`src/rtl/instr_fetch_unit_if.sv`:
```
// Fetch-stage bus: instruction-memory port, execute redirect, and the decode handshake.
// The master modport is the fetch unit; slave is the memory/execute/decode side.
interface instr_fetch_unit_if;
  logic [31:0] imem_addr_o;
  logic [31:0] imem_data_i;
  logic        redirect_valid_i;
  logic [31:0] redirect_pc_i;
  logic        instr_valid_o;
  logic        instr_ready_i;
  logic [31:0] instr_o;
  logic [31:0] instr_pc_o;
  logic        fetch_done_o;

  modport master (
    output imem_addr_o,
    input  imem_data_i,
    input  redirect_valid_i,
    input  redirect_pc_i,
    output instr_valid_o,
    input  instr_ready_i,
    output instr_o,
    output instr_pc_o,
    output fetch_done_o
  );

  modport slave (
    input  imem_addr_o,
    output imem_data_i,
    output redirect_valid_i,
    output redirect_pc_i,
    input  instr_valid_o,
    output instr_ready_i,
    input  instr_o,
    input  instr_pc_o,
    input  fetch_done_o
  );
endinterface

```
`src/rtl/instr_fetch_unit.sv`:
```
// RV32I fetch stage: PC register, combinational imem address, and a small circular
// buffer of {pc, instr} entries drained by decode; redirects flush and re-steer.
module instr_fetch_unit #(
  parameter logic [31:0] RESET_PC = 32'h0000_0000,
  parameter int unsigned MEM_SIZE = 80,
  parameter int unsigned DEPTH    = 2
) (
  input logic                  clk_i,
  input logic                  rst_i,
  instr_fetch_unit_if.master   bus
);

  localparam int unsigned PtrW  = $clog2(DEPTH);
  localparam int unsigned CntW  = $clog2(DEPTH + 1);
  localparam logic [31:0] Limit = 32'(MEM_SIZE * 4);
  localparam logic [31:0] Nop   = 32'h0000_0013;

  logic [31:0]     pc_q, pc_d;
  logic [PtrW-1:0] rd_ptr_q, rd_ptr_d;
  logic [PtrW-1:0] wr_ptr_q, wr_ptr_d;
  logic [CntW-1:0] count_q, count_d;
  logic [31:0]     buf_pc_q    [DEPTH];
  logic [31:0]     buf_instr_q [DEPTH];

  logic in_range;
  logic pop;
  logic push;
  logic not_empty;

  always_comb begin
    not_empty = (count_q != '0);
    in_range  = (pc_q < Limit);
    pop       = not_empty & bus.instr_ready_i;
    // A full buffer still accepts a push when the head leaves this cycle.
    push      = in_range & ~bus.redirect_valid_i & ((count_q < CntW'(DEPTH)) | pop);
  end

  always_comb begin
    pc_d     = pc_q;
    rd_ptr_d = rd_ptr_q;
    wr_ptr_d = wr_ptr_q;
    count_d  = count_q;
    if (bus.redirect_valid_i) begin
      pc_d     = {bus.redirect_pc_i[31:2], 2'b00};
      rd_ptr_d = '0;
      wr_ptr_d = '0;
      count_d  = '0;
    end else begin
      if (push) begin
        pc_d     = pc_q + 32'd4;
        wr_ptr_d = wr_ptr_q + PtrW'(1);
      end
      if (pop) begin
        rd_ptr_d = rd_ptr_q + PtrW'(1);
      end
      count_d = count_q + CntW'(push) - CntW'(pop);
    end
  end

  always_ff @(posedge clk_i) begin
    if (rst_i) begin
      pc_q     <= RESET_PC;
      rd_ptr_q <= '0;
      wr_ptr_q <= '0;
      count_q  <= '0;
    end else begin
      pc_q     <= pc_d;
      rd_ptr_q <= rd_ptr_d;
      wr_ptr_q <= wr_ptr_d;
      count_q  <= count_d;
    end
  end

  // Entry contents need no reset; count gates visibility.
  always_ff @(posedge clk_i) begin
    if (push) begin
      buf_pc_q[wr_ptr_q]    <= pc_q;
      buf_instr_q[wr_ptr_q] <= bus.imem_data_i;
    end
  end

  always_comb begin
    bus.imem_addr_o   = pc_q;
    bus.instr_valid_o = not_empty;
    bus.instr_o       = Nop;
    bus.instr_pc_o    = 32'h0;
    if (not_empty) begin
      bus.instr_o    = buf_instr_q[rd_ptr_q];
      bus.instr_pc_o = buf_pc_q[rd_ptr_q];
    end
    bus.fetch_done_o = ~in_range & ~not_empty;
  end

endmodule
```
`src/flat_wrapper.sv`:
```
// flat-port wrapper written by rule: the top's interface ports become plain ports
module instr_fetch_unit_flat 
#(
  parameter logic [31:0] RESET_PC = 32'h0000_0000,
  parameter int unsigned MEM_SIZE = 80,
  parameter int unsigned DEPTH    = 2
)
  (clk_i, rst_i, bus_imem_addr_o, bus_imem_data_i, bus_redirect_valid_i, bus_redirect_pc_i, bus_instr_valid_o, bus_instr_ready_i, bus_instr_o, bus_instr_pc_o, bus_fetch_done_o);
  instr_fetch_unit_if bus_i ();
  input logic clk_i;
  input logic rst_i;
  output wire logic [$bits(bus_i.imem_addr_o)-1:0] bus_imem_addr_o;
  input wire logic [$bits(bus_i.imem_data_i)-1:0] bus_imem_data_i;
  input wire logic [$bits(bus_i.redirect_valid_i)-1:0] bus_redirect_valid_i;
  input wire logic [$bits(bus_i.redirect_pc_i)-1:0] bus_redirect_pc_i;
  output wire logic [$bits(bus_i.instr_valid_o)-1:0] bus_instr_valid_o;
  input wire logic [$bits(bus_i.instr_ready_i)-1:0] bus_instr_ready_i;
  output wire logic [$bits(bus_i.instr_o)-1:0] bus_instr_o;
  output wire logic [$bits(bus_i.instr_pc_o)-1:0] bus_instr_pc_o;
  output wire logic [$bits(bus_i.fetch_done_o)-1:0] bus_fetch_done_o;
  assign bus_imem_addr_o = bus_i.imem_addr_o;
  assign bus_i.imem_data_i = bus_imem_data_i;
  assign bus_i.redirect_valid_i = bus_redirect_valid_i;
  assign bus_i.redirect_pc_i = bus_redirect_pc_i;
  assign bus_instr_valid_o = bus_i.instr_valid_o;
  assign bus_i.instr_ready_i = bus_instr_ready_i;
  assign bus_instr_o = bus_i.instr_o;
  assign bus_instr_pc_o = bus_i.instr_pc_o;
  assign bus_fetch_done_o = bus_i.fetch_done_o;
  instr_fetch_unit #(.RESET_PC(RESET_PC), .MEM_SIZE(MEM_SIZE), .DEPTH(DEPTH)) u_core (.clk_i(clk_i), .rst_i(rst_i), .bus(bus_i));
endmodule
```
`config.mk`:
```
export PLATFORM = sky130hd
export DESIGN_NAME = instr_fetch_unit_flat
export DESIGN_NICKNAME = d
export VERILOG_FILES = /design/src/rtl/instr_fetch_unit_if.sv /design/src/rtl/instr_fetch_unit.sv /design/src/flat_wrapper.sv
export SDC_FILE = /design/constraint.sdc
export NUM_CORES = 1
export LEC_CHECK = 0
export BUFFER_PORTS_ARGS = -buffer_cell sky130_fd_sc_hd__buf_2
export CORE_MARGIN = 1
export CORE_UTILIZATION = 47
export DETAILED_ROUTE_END_ITERATION = 7
export HOLD_SLACK_MARGIN = 0.1
export PLACE_DENSITY = 0.75
export SLEW_MARGIN = 20
export SYNTH_ARGS = -nofsm -noshare
export SYNTH_HDL_FRONTEND = slang
export SYNTH_SLANG_ARGS = --single-unit
```
`constraint.sdc`:
```
create_clock -name clk_i -period 5.85 [get_ports clk_i]
set_input_delay 0.2925 -clock clk_i [delete_from_list [all_inputs] [get_ports clk_i]]
set_output_delay 0.2925 -clock clk_i [all_outputs]
set_load 0.01 [all_outputs]
```
==> reports/metrics.cfg <==
[run_status]
status = complete, no violations

[clock_tree]
cts_made_buffers = 17
clk_pin_slew_ns = 0.06
cts_setup_buffers = 0
cts-htree-levels = 4
cts_tree = yes
max-clock-path-buffers = 2
clockRootBuffer = clkbuf_16
cts_resized = 0
cts_sinks = 159
clk-insertion-delay-late_ns = 0.42

[floorplan]
top_level_ports = 166
die_h_um = 117
coreArea_mm2 = 0.0128
rows = 41
die_x_um = 117
die_area_mm2 = 0.0138
start_util_pct = 48.8

[placement]
placed_area_mm2 = 0.00722
place_congestion = 0.794
post-dp-hpwl_um = 8020
port-buffer-count = 159
pre_cts_ws_ns = 3.47
placed_cells = 748

[power]
p_leak_nw = 3.17
ir_worst_vdd_v = 0.000213
power_density_mw_per_mm2 = 296
power_mw = 2.42

[cells_and_area]
num_antenna_cells = 0
drive_gt1_share_pct = 31.5
final_area_mm2 = 0.00818
layout_commonest_cell = buf_2
utilization_pct = 63.8
final_cell_count_no_fill = 820
nFillCells = 1010
area.growth.synth_to_final_pct = 30.7
layout_common_cells = 159 x buf_2, 124 x edfxtp_1, 91 x nor2_1
nets = 705

[logic_synthesis]
synth_area_leaders = edfxtp_1 59%, mux2i_1 14%, dfxtp_1 11%
muxShareOfSynthArea_pct = 13.6
syn_area_mm2 = 0.00626
synth-seq-cells = 159
yosysSeqAreaShare_pct = 70.7
synth_xor_area_share_pct = 0.280
ys_warn_count = 0
synth_largest_area_cell = edfxtp_1
synth_compound_area_share_pct = 2.64
synth_cell_types = 40
netlist_instances = 435
synthDominantCellAreaShare_pct = 59.5
synth-simple-area-share_pct = 9.94
syn_avg_cell_area_um2 = 14.4
synth_top_family_by_area = multiplexers
synthAdderAreaFrac_pct = 0.400

[routing]
viasPerCell = 5.08
avgRoutedWirePerCell_um = 15.9
antenna_left = 0
routed_wl_um = 13100
drtIter0Drc = 269
route.detailed.drc = 0
vias = 4167
first_pass_iters = 5

[critical_path]
cp_num_buf_inv = 1
slowest_stage = dfxtp_4
cp_max_fo = 62
path_delay_family = flip-flops
worstSetupPathType = flip-flop to output port
endpoint_kind = output port
reg2reg_from = u_core.bus.imem_addr_o[20]
crit_path_cell_trace = mux2i_1 -> nor2_1 -> buf_2
worstPathRequired_ns = 5.56
crit_arrival_ns = 2.11
crit_path_start_kind = flip-flop
max_stage_delay_ns = 1.07

[timing]
finalSetupViolations = 0
finalMaxSlewViolations = 0
slew_headroom_pct = 27.6
skew_ns = 0.00959
max_freq_mhz = 417
fin_setup_tns_ns = 0
period_minus_slack_ns = 2.40
hold_violations = 0
tightest_slew_ns = 1.09
min_period_over_period_pct = 41.0
setup_ws_ns = 3.45
worst_hold_slack_ns = 0.120
grt_setup_unrepaired = no

[grt]
grt_max_degree = 63
grt_pass1_vias = 4117
grt_pass1_wl_um = 20500
antenna_found_initial = 0
track_usage_pct = 19.5
grt.overflow.total = 0

[flow_run]
maxCapViolCount = 0

[hold_path]
worst_hold_path_type = input port to flip-flop
hp-start = bus_redirect_pc_i[12]

## routing by layer
layer	routed length [um]	GRT usage, %
met5	0	0
met4	188	8.77
met3	864	5.11
met2	6770	33.9
met1	5240	22.5
## cell type report
type                       count  area, um2  area share [%]
clock inverter                12        120            1.47
inverter                       7       26.3           0.321
clock buffer                  20        437            5.34
tap                          172        215            2.63
sequential                   159       4430            54.1
timing repair buffer         204       1230            15.1
multi-input combinational    246       1720            21.0
## final timing paths
| path | endpoint | slack, ns | depth (start not counted) |
|---|---|---|---|
| worst max-delay path | bus_instr_o[25] | 3.45 | 3 |
| worst min-delay path | u_core.bus.imem_addr_o[12] | 0.12 | 3 |
| worst max register to register | u_core.bus.imem_addr_o[4] | 3.45 | 4 |
| worst min register to register | u_core.buf_pc_q[1][31] | 0.52 | 0 |
## power breakdown
part	internal [mW]	total [mW]	switching, mW
combinational	0.0673	0.134	0.0672
sequential	1.23	1.25	0.0215
clock	0.622	1.03	0.410
total	1.92	2.42	0.498
## Yosys cell counts (all sizes together)
cell type and n:
dfxtp 35, a221oi 3, or4 3, nand4 3
conb 1, nor3b 1, and4 2, o21bai 1
xnor2 1, buf 16, a211oi 3, edfxtp 124
inv 7, clkbuf 10, nand2 7, nor4 7
nor2 92, mux2i 85, nand3 3, a41oi 1
nor3 5, a311oi 3, and2 2, o31ai 4
a21boi 1, and3 2, xor2 1, or3 2
nand2b 1, a21oi 2, ha 2, or2 1
o21ai 4
## what timing repair did
action                                 CTS  global route
setup endpoints to repair                0             0
endpoints found under the hold margin   72             0
hold buffers                            40             0
## cell families after synthesis
group	Yosys count
buffers and inverters	33
muxes	85
other	1
DFF	159
and+or+nand+nor	131
adders and majority gates	2
AOI/OAI and AO/OA	22
xor gates and xnor gates	2
## flip-flops by register name (all words and copies together) (netlist names), named ones only
| name | cells |
|---|---|
| u_core.rd_ptr_q | 1 |
| u_core.bus.imem_addr_o | 30 |
| u_core.buf_pc_q | 60 |
| u_core.count_q | 2 |
| u_core.wr_ptr_q | 1 |
| u_core.buf_instr_q | 64 |
## worst reg2reg max path, cell delays in order (launching register included)
cell and delay, ns:
dfxtp_1 0.34, nor4_2 0.41, nand4_1 0.55, or4_1 0.67
a311oi_1 0.32
Note: power is estimated with default switching activity, not from simulation.
